### src/rtl/fmdll_lock_pkg.sv
// Shared types and defaults for the FMDLL lock detector.
// The optional clk_ext stall watchdog is enabled by defining FMDLL_LOCK_TIMEOUT_EN.
package fmdll_lock_pkg;

  typedef enum logic [1:0] {
    IDLE = 2'd0,
    ARM  = 2'd1,
    MEAS = 2'd2,
    EVAL = 2'd3
  } state_e;

  localparam int DEF_CNT_W      = 6;
  localparam int DEF_TOL        = 0;
  localparam int DEF_LOCK_CNT   = 4;
  localparam int DEF_UNLOCK_CNT = 2;
  localparam int DEF_TIMEOUT    = 1024;

  // A divide setting of 0 behaves as a one-period window.
  function automatic logic [2:0] eff_window(input logic [1:0] m);
    return (m == 2'd0) ? 3'd1 : {1'b0, m};
  endfunction

endpackage

### src/rtl/fmdll_edge_sync.sv
// Two-flop synchronizer followed by a registered rising-edge pulse.
// Pin-to-pulse latency is three clk_sys cycles.
module fmdll_edge_sync (
  input  logic clk_sys,
  input  logic rst_n,
  input  logic async_i,
  output logic rise_o
);

  logic [2:0] sync_q;
  logic       rise_q;

  always_ff @(posedge clk_sys) begin
    if (!rst_n) begin
      sync_q <= '0;
      rise_q <= 1'b0;
    end else begin
      sync_q <= {sync_q[1:0], async_i};
      rise_q <= sync_q[1] & ~sync_q[2];
    end
  end

  assign rise_o = rise_q;

endmodule

### src/rtl/fmdll_lock_det.sv
// Counts clk_out edges over M clk_ext periods, compares against N and tracks lock.
// Define FMDLL_LOCK_TIMEOUT_EN to add the clk_ext stall watchdog and stall flag.
module fmdll_lock_det
  import fmdll_lock_pkg::*;
#(
  parameter int CNT_W      = DEF_CNT_W,
  parameter int TOL        = DEF_TOL,
  parameter int LOCK_CNT   = DEF_LOCK_CNT,
  parameter int UNLOCK_CNT = DEF_UNLOCK_CNT,
  parameter int TIMEOUT    = DEF_TIMEOUT
) (
  input  logic             clk_sys,
  input  logic             rst_n,
  input  logic             en,
  input  logic             clk_ext,
  input  logic             clk_out,
  input  logic [1:0]       M,
  input  logic [3:0]       N,
  output logic             lock,
  output logic             lock_lost,
  output logic [CNT_W-1:0] meas_cnt,
  output logic             meas_valid,
  output logic             stall
);

  localparam logic [CNT_W-1:0] CNT_MAX     = '1;
  localparam logic [CNT_W:0]   TOL_W       = (CNT_W+1)'(TOL);
  localparam logic [7:0]       LOCK_LAST   = 8'(LOCK_CNT - 1);
  localparam logic [7:0]       UNLOCK_LAST = 8'(UNLOCK_CNT - 1);

  logic ext_rise, out_rise;

  fmdll_edge_sync u_ext_sync (
    .clk_sys (clk_sys),
    .rst_n   (rst_n),
    .async_i (clk_ext),
    .rise_o  (ext_rise)
  );

  fmdll_edge_sync u_out_sync (
    .clk_sys (clk_sys),
    .rst_n   (rst_n),
    .async_i (clk_out),
    .rise_o  (out_rise)
  );

  state_e           state_q, state_d;
  logic [1:0]       m_q, m_d;
  logic [3:0]       n_q, n_d;
  logic [2:0]       win_q, win_d;
  logic [CNT_W-1:0] edges_q, edges_d;
  logic [CNT_W-1:0] meas_cnt_q, meas_cnt_d;
  logic [7:0]       good_q, good_d, bad_q, bad_d;
  logic             lock_q, lock_d;
  logic             lock_lost_q, lock_lost_d;
  logic             meas_valid_q, meas_valid_d;

`ifdef FMDLL_LOCK_TIMEOUT_EN
  localparam int             SW      = $clog2(TIMEOUT + 1);
  localparam logic [SW-1:0]  TO_LAST = SW'(TIMEOUT - 1);
  logic [SW-1:0] stall_cnt_q, stall_cnt_d;
  logic          stall_q, stall_d;
`endif

  // Unsigned-safe distance between the measured count and the expected N.
  logic [CNT_W:0] cnt_ext, n_ext, diff;
  logic           good;
  assign cnt_ext = {1'b0, edges_q};
  assign n_ext   = (CNT_W+1)'(n_q);
  assign diff    = (cnt_ext >= n_ext) ? (cnt_ext - n_ext) : (n_ext - cnt_ext);
  assign good    = (edges_q != CNT_MAX) && (diff <= TOL_W);

  logic cfg_changed;
  assign cfg_changed = (M != m_q) || (N != n_q);

  always_comb begin
    state_d      = state_q;
    m_d          = m_q;
    n_d          = n_q;
    win_d        = win_q;
    edges_d      = edges_q;
    meas_cnt_d   = meas_cnt_q;
    good_d       = good_q;
    bad_d        = bad_q;
    lock_d       = lock_q;
    lock_lost_d  = 1'b0;
    meas_valid_d = 1'b0;

    case (state_q)
      IDLE: begin
        if (en && (N != 4'd0)) begin
          m_d     = M;
          n_d     = N;
          state_d = ARM;
        end
      end
      ARM: begin
        if (ext_rise) begin
          edges_d = CNT_W'(out_rise);
          win_d   = eff_window(m_q);
          state_d = MEAS;
        end
      end
      MEAS: begin
        if (out_rise && (edges_q != CNT_MAX)) edges_d = edges_q + 1'b1;
        if (ext_rise) begin
          if (win_q <= 3'd1) begin
            win_d   = 3'd0;
            state_d = EVAL;
          end else begin
            win_d = win_q - 3'd1;
          end
        end
      end
      EVAL: begin
        // The closing reference edge already opened the next window.
        meas_cnt_d   = edges_q;
        meas_valid_d = 1'b1;
        edges_d      = CNT_W'(out_rise);
        win_d        = eff_window(m_q);
        state_d      = MEAS;
        if (!lock_q) begin
          if (good) begin
            if (good_q >= LOCK_LAST) begin
              lock_d = 1'b1;
              good_d = 8'd0;
              bad_d  = 8'd0;
            end else begin
              good_d = good_q + 8'd1;
            end
          end else begin
            good_d = 8'd0;
          end
        end else begin
          if (!good) begin
            if (bad_q >= UNLOCK_LAST) begin
              lock_d      = 1'b0;
              lock_lost_d = 1'b1;
              good_d      = 8'd0;
              bad_d       = 8'd0;
            end else begin
              bad_d = bad_q + 8'd1;
            end
          end else begin
            bad_d = 8'd0;
          end
        end
      end
      default: state_d = IDLE;
    endcase

`ifdef FMDLL_LOCK_TIMEOUT_EN
    stall_d     = stall_q;
    stall_cnt_d = stall_cnt_q;
    if (ext_rise) begin
      stall_cnt_d = '0;
      stall_d     = 1'b0;
    end else if ((state_q == ARM) || (state_q == MEAS)) begin
      if (stall_cnt_q == TO_LAST) begin
        stall_cnt_d = '0;
        stall_d     = 1'b1;
        state_d     = ARM;
        lock_d      = 1'b0;
        lock_lost_d = lock_q;
        good_d      = 8'd0;
        bad_d       = 8'd0;
      end else begin
        stall_cnt_d = stall_cnt_q + 1'b1;
      end
    end else begin
      stall_cnt_d = '0;
    end
`endif

    // Aborts take priority over everything above; an aborted window never reports.
    if (state_q != IDLE && cfg_changed) begin
      state_d      = ARM;
      lock_d       = 1'b0;
      lock_lost_d  = lock_q;
      good_d       = 8'd0;
      bad_d        = 8'd0;
      meas_cnt_d   = meas_cnt_q;
      meas_valid_d = 1'b0;
    end
    if (!en || (N == 4'd0)) begin
      state_d      = IDLE;
      lock_d       = 1'b0;
      lock_lost_d  = lock_q;
      good_d       = 8'd0;
      bad_d        = 8'd0;
      meas_cnt_d   = meas_cnt_q;
      meas_valid_d = 1'b0;
    end
  end

  always_ff @(posedge clk_sys) begin
    if (!rst_n) begin
      state_q      <= IDLE;
      m_q          <= 2'd0;
      n_q          <= 4'd0;
      win_q        <= 3'd0;
      edges_q      <= '0;
      meas_cnt_q   <= '0;
      good_q       <= 8'd0;
      bad_q        <= 8'd0;
      lock_q       <= 1'b0;
      lock_lost_q  <= 1'b0;
      meas_valid_q <= 1'b0;
    end else begin
      state_q      <= state_d;
      m_q          <= m_d;
      n_q          <= n_d;
      win_q        <= win_d;
      edges_q      <= edges_d;
      meas_cnt_q   <= meas_cnt_d;
      good_q       <= good_d;
      bad_q        <= bad_d;
      lock_q       <= lock_d;
      lock_lost_q  <= lock_lost_d;
      meas_valid_q <= meas_valid_d;
    end
  end

`ifdef FMDLL_LOCK_TIMEOUT_EN
  always_ff @(posedge clk_sys) begin
    if (!rst_n) begin
      stall_cnt_q <= '0;
      stall_q     <= 1'b0;
    end else begin
      stall_cnt_q <= stall_cnt_d;
      stall_q     <= stall_d;
    end
  end
  assign stall = stall_q;
`else
  assign stall = 1'b0;
`endif

  assign lock       = lock_q;
  assign lock_lost  = lock_lost_q;
  assign meas_cnt   = meas_cnt_q;
  assign meas_valid = meas_valid_q;

endmodule

### config.mk
export PLATFORM = sky130hd
export DESIGN_NAME = fmdll_lock_det
export DESIGN_NICKNAME = d
export VERILOG_FILES = /design/src/rtl/fmdll_lock_pkg.sv /design/src/rtl/fmdll_edge_sync.sv /design/src/rtl/fmdll_lock_det.sv
export SDC_FILE = /design/constraint.sdc
export NUM_CORES = 1
export LEC_CHECK = 0
export CELL_PAD_IN_SITES_DETAIL_PLACEMENT = 0
export CELL_PAD_IN_SITES_GLOBAL_PLACEMENT = 1
export CORE_MARGIN = 4
export CORE_UTILIZATION = 43
export CTS_BUF_LIST = sky130_fd_sc_hd__clkbuf_8
export CTS_CLUSTER_SIZE = 16
export DETAILED_ROUTE_END_ITERATION = 8
export GPL_TIMING_DRIVEN = 1
export PLACE_DENSITY = 0.88
export REMOVE_ABC_BUFFERS = 1
export SLEW_MARGIN = 20
export SYNTH_ARGS = -nofsm -noshare
export SYNTH_HDL_FRONTEND = slang
export SYNTH_SLANG_ARGS = --single-unit
### constraint.sdc
create_clock -name clk_sys -period 2.85 [get_ports clk_sys]
set_input_delay 0.4275 -clock clk_sys [delete_from_list [all_inputs] [get_ports clk_sys]]
set_output_delay 0.4275 -clock clk_sys [all_outputs]
set_load 0.01 [all_outputs]
# Word-level counts from Yosys, hierarchy flattened
# Index checks and enable logic that the tools add are counted.
[classes] n_addsub=6 multipliers=0 div=0 n_lt_le_gt_ge=5 n_eq_ne=17 shifts=0 n_mux=37 bitwise_logic=7 reduce_logical=25
[ops] op="8-bit 2-to-1 mux" n=10
[ops] op="6-bit one-hot mux with 3 select lines" n=1
[ops] op="8-bit by 1-bit adder with 8-bit output, second input constant" n=2
[ops] op="3-bit AND reduction" n=5
[ops] op="1-bit 2-to-1 mux" n=13
[ops] op="6-bit 2-to-1 mux" n=2
[ops] op="2-bit 2-to-1 mux" n=5
[ops] op="3-bit 2-to-1 mux" n=3
[ops] op="3-bit one-hot mux with 3 select lines" n=1
[ops] op="8-bit by 1-bit greater-or-equal comparator with 1-bit output, second input constant" n=1
[ops] op="8-bit by 2-bit greater-or-equal comparator with 1-bit output, second input constant" n=1
[ops] op="2-bit inequality test, second input constant" n=4
[ops] op="2-bit one-hot mux with 4 select lines" n=1
[ops] op="4-bit AND reduction" n=2
[ops] op="7-bit by 1-bit less-or-equal comparator with 1-bit output, second input constant" n=1
[ops] op="7-bit 2-to-1 mux" n=1
[ops] op="4-bit by 6-bit subtractor with 7-bit output" n=1
[ops] op="6-bit by 4-bit subtractor with 7-bit output" n=1
[ops] op="6-bit by 1-bit adder with 6-bit output, second input constant" n=1
[ops] op="6-bit by 4-bit greater-or-equal comparator with 1-bit output" n=1
[ops] op="2-bit by 1-bit inequality test with 1-bit output, second input constant" n=3
[ops] op="3-bit by 2-bit inequality test with 1-bit output, second input constant" n=2
[ops] op="3-bit inequality test, second input constant" n=2
[ops] op="6-bit inequality test, second input constant" n=1
[ops] op="19 further kinds" n=32
[word_totals] ff_bits=50 latch_bits=0 mem_bits_rw=0 romBits=0 input_bits=11 out_inout_bits=10 elab_cells=113 memories=0

# Logic depth before layout (Yosys ltp)
[depth] word_depth=9 ltp_mapped=8 ltp_nobuf=8

# Hierarchy
# Synthesis repeated with hierarchy kept, for this count alone.
[unflattened] cells_unflattened=299 hier_area_um2=2602.5
[by_module_without_submodules] module="fmdll_lock_det" n_inst=1 cells_per_inst=283 area_per_inst_um2=2379.8 seq_area_each_um2=840.8
[by_module_without_submodules] module="fmdll_edge_sync" n_inst=2 cells_per_inst=8 area_per_inst_um2=111.4 seq_area_each_um2=80.1

# Least setup slack after synthesis
# Ideal clock, no wire load.
[synth_path] path_type="flip-flop to flip-flop" startpoint="register n_q[2]" endpoint="register bad_q[1]" setup_ps=140 arrival_ps=2165 required_ps=2710 setup_slack_ps=545 stages_incl_launch_ff=9 cell_sequence="dfxtp_1 inv_1 ha_1 or4b_1 o21ai_0 mux2i_1 or3_4 a31oi_4 o32ai_1"
[synth_between] elab_chain_len=6
[synth_rtl] item="from (decl)" line_no="fmdll_lock_det.sv:49" source="logic [3:0] n_q, n_d;"
[synth_rtl] item="from (signal assigned)" line_no="fmdll_lock_det.sv:212" source="n_q <= n_d;"
[synth_rtl] item="4-bit by 6-bit subtractor with 7-bit output, or another cell as far along" line_no="fmdll_lock_det.sv:70" source="assign diff = (cnt_ext >= n_ext) ? (cnt_ext - n_ext) : (n_ext - cnt_ext);"
[synth_rtl] item="7-bit 2-to-1 mux" line_no="fmdll_lock_det.sv:70"
[synth_rtl] item="7-bit by 1-bit less-or-equal comparator with 1-bit output" line_no="fmdll_lock_det.sv:71" source="assign good = (edges_q != CNT_MAX) && (diff <= TOL_W);"
[synth_rtl] item="1-bit logical AND" line_no="fmdll_lock_det.sv:71"
[synth_rtl] item="2-bit nonzero test (no source line) / 8-bit 2-to-1 mux (equally long branches)"
[synth_rtl] item="3-bit AND reduction (no source line) / 8-bit 2-to-1 mux (equally long branches)"
[synth_rtl] item="to (signal assigned)" line_no="fmdll_lock_det.sv:205" source="bad_q <= 8'd0;"
[synth_rtl] item="to (signal assigned)" line_no="fmdll_lock_det.sv:217" source="bad_q <= bad_d;"
[synth_rtl] item="to (decl)" line_no="fmdll_lock_det.sv:53" source="logic [7:0] good_q, good_d, bad_q, bad_d;"
# Several ways; a longest one is shown, not always the timed one.
# A chain may end at the register's enable or synchronous reset.

# Final worst setup path
[layout_path] startpoint="register n_q[3]" endpoint="register bad_q[1]"
# The elaborated chain is that of the path after synthesis.

==> metrics.txt <==
Worst Skew roughly 7.7 ps; crit path DAT between 2000 and 3000 ps; warnings from Yosys 0; crit path cell chain inv_1 > ha_1 > or3b_1 > a211oi_1 > o21ai_0 > or3_4 > a31oi_4 > o32ai_1; Post-Layout Cell Count 360; # IOs 21; CTS tree yes; Die Span Y ~82 µm; Commonest cells post-synth dfxtp_1 (50), nand2_1 (29), nor2_1 (25), inv_1 (21), ha_1 (14); Period minus WS final between 2000 and 2500 ps; Final TNS setup 0 ps; max-slew violation count 0; GRT Util Overall 0.145; Clock power frac 0.357; Yosys cell types 53; CP startpoint kind flop; WL final 4.49 mm; setup violators final 0; Top delay family on crit path compound AO/OA/AOI/OAI gates; DPL Wire Length roughly 3.4 mm; Post-CTS Hold Fix Bufs 0; Sink Count 50; EDFF count, synth 0; Setup Fix Bufs, Post-CTS 0; CP Capture Type flop; sequential element share of the synthesized area 0.423; Overflow after GRT 0; ys flop type dfxtp_1; RePlAce Congestion around 0.85; initial antenna violation count 0; Cell Pwr Density 469 nW/µm²; die span in x 82.2 µm; total number of vias ~1800; layout cell share with drive strength beyond 1 0.0655; WP data required ~3000 ps; f_max just over 400 MHz; Slew Limit Headroom 0.576; ant diodes 0; first-pass GRT wire length 7.63 mm; row cnt 26; Worst-Margin Slew around 630 ps; Synth-to-Final Area Change 15.8%; RSZ-0062 raised after global routing no; Leak Pwr around 0.0010 µW; Hold Fails Final Rpt 0; synth top area cells dfxtp_1 (42%), ha_1 (7.4%), nand2_1 (4.6%); dpl cells roughly 350; Routed Antenna Nets 0; Starting Density 0.454; port bufs 19; Die Area 6750 µm²; cell internal pwr 1000 µW; WS Path Type flop to flop; Synth Instances between 200 and 300; period utilization 0.856; vias per inst around 5.1; max cap viols 0; Cell Area, Synth 2360 µm²; fillers between 500 and 600; critical path's slowest cell dfxtp_1; switching power between 200 and 300 µW; Flop pwr share 0.559; CP Buf/Inv Count 1; HP Class flop to flop; Nets around 310; htree depth 2; Post-synth ARST share 0; most common cell in the netlist dfxtp_1; number of global-route vias before repair 1714; Avg Cell Area, Syn slightly below 9 µm²; worst-path fanout max 8; PostCTS Resize Cnt 0; status completed; CTS root buf clkbuf_8; CTS Buf Count 5; Worst-path clk slew roughly 90 ps; pin count of the biggest net entering global routing 17; Combinational Power Share 0.084; Routed WL per cell 12.5 µm; Core Box Area 5200 µm²; Synth Register Bits 50; area leader, netlist dfxtp_1; Worst-Skew Late Latency between 200 and 300 ps; Sw Share 0.220; CTS max path bufs 2; drt first-iter violations ~60; Synth top area share 0.423; Worst VDD drop around 0.27 mV; drt drc 0; First-pass DRT Iterations 4; crit-path max cell delay 400 ps
## sequential cells by signal, summed over array words and instances (netlist names)
signal	cells
good_q	8
u_ext_sync.rise_o	1
meas_valid	1
u_out_sync.sync_q	3
m_q	2
u_out_sync.rise_o	1
win_q	3
u_ext_sync.sync_q	3
meas_cnt	6
state_q	2
n_q	4
lock	1
edges_q	6
lock_lost	1
bad_q	8
## layout by cell type (no fill, tap or decap), types with 3 or more instances in the layout
cell / n
ha_1: 14
xnor2_1: 6
clkbuf_8: 8
nand4_1: 5
a21oi_1: 13
xor2_1: 5
nor2b_1: 4
a31oi_1: 3
mux2i_1: 7
dfxtp_1: 50
and2_1: 12
nand2b_1: 3
nor4_1: 4
nand2_1: 29
clkdlybuf4s50_1: 19
nor2_1: 25
o21ai_0: 11
inv_1: 21
nand3_1: 11
nor3_1: 3
## worst register-to-register path, cell delays in order (launching register included)
cell	delay (ps)
dfxtp_1	400
inv_1	70
ha_1	370
or3b_1	360
a211oi_1	190
o21ai_0	140
or3_4	370
a31oi_4	290
o32ai_1	120
## per-layer routing
metal | routed length, µm | GRT usage | vias up | part of all wire
met2 | 1980 | 0.237 | 25 | 0.44
li1 | - | - | 960 | -
met3 | 155 | 0.0325 | 6 | 0.035
met4 | 70 | 0.0565 | 0 | 0.016
met5 | 0 | 0 | - | 0
met1 | 2280 | 0.187 | 830 | 0.51
## final timing paths
kind / startpoint / end / slack, ps / cells past startpoint
worst max-delay path: n_q[3] / bad_q[1] / 410 / 8
worst min-delay path: u_ext_sync.sync_q[2] / u_ext_sync.rise_o / 390 / 1
worst max register to register: n_q[3] / bad_q[1] / 410 / 8
worst min register to register: u_ext_sync.sync_q[2] / u_ext_sync.rise_o / 390 / 1
## stage by stage
step                      power (µW)  hold slack [ps]  worst slack (ps)  cell area [µm²]   util
after CTS                       1300              390               412             2740  0.526
after global placement           841              372               183             2630  0.505
final                           1280              388               412             2740  0.526
after global routing            1340              398               177             2740  0.526
after detailed placement         841              378               209             2630  0.505
after floorplan                  802              367               545             2340      -
## power by group through the flow
| stage | clock (µW) | combinational [µW] | sequential (µW) |
|---|---|---|---|
| finish | 459 | 108 | 717 |
| global placement | 0 | 107 | 734 |
| CTS | 475 | 108 | 717 |
| detailed placement | 0 | 107 | 734 |
| global route | 505 | 120 | 719 |
| floorplan | 0 | 70.1 | 732 |
## kinds of logic (layout without fill, tap and decap cells)
logic type | after synthesis | count (layout) | share of synthesized area
and+or+nand+nor | 108 | 108 | 0.238
DFF | 50 | 50 | 0.423
AOI/OAI and AO/OA | 49 | 49 | 0.148
buffers and inverters | 27 | 50 | 0.0455
adders and majority gates | 14 | 14 | 0.0741
xor gates and xnor gates | 11 | 11 | 0.0407
muxes | 7 | 7 | 0.0296
other | 1 | 1 | 0.00159
## layout make-up
type,count,area [µm²],share of cell area
Inverter,21,78.8,0.0288
Timing Repair Buffer,21,205,0.0749
Clock buffer,8,110,0.0402
Multi-Input combinational cell,190,1260,0.459
Sequential cell,50,1000,0.365
Tap cell,70,87.6,0.0320
Note: power is estimated with default switching activity, not from simulation.
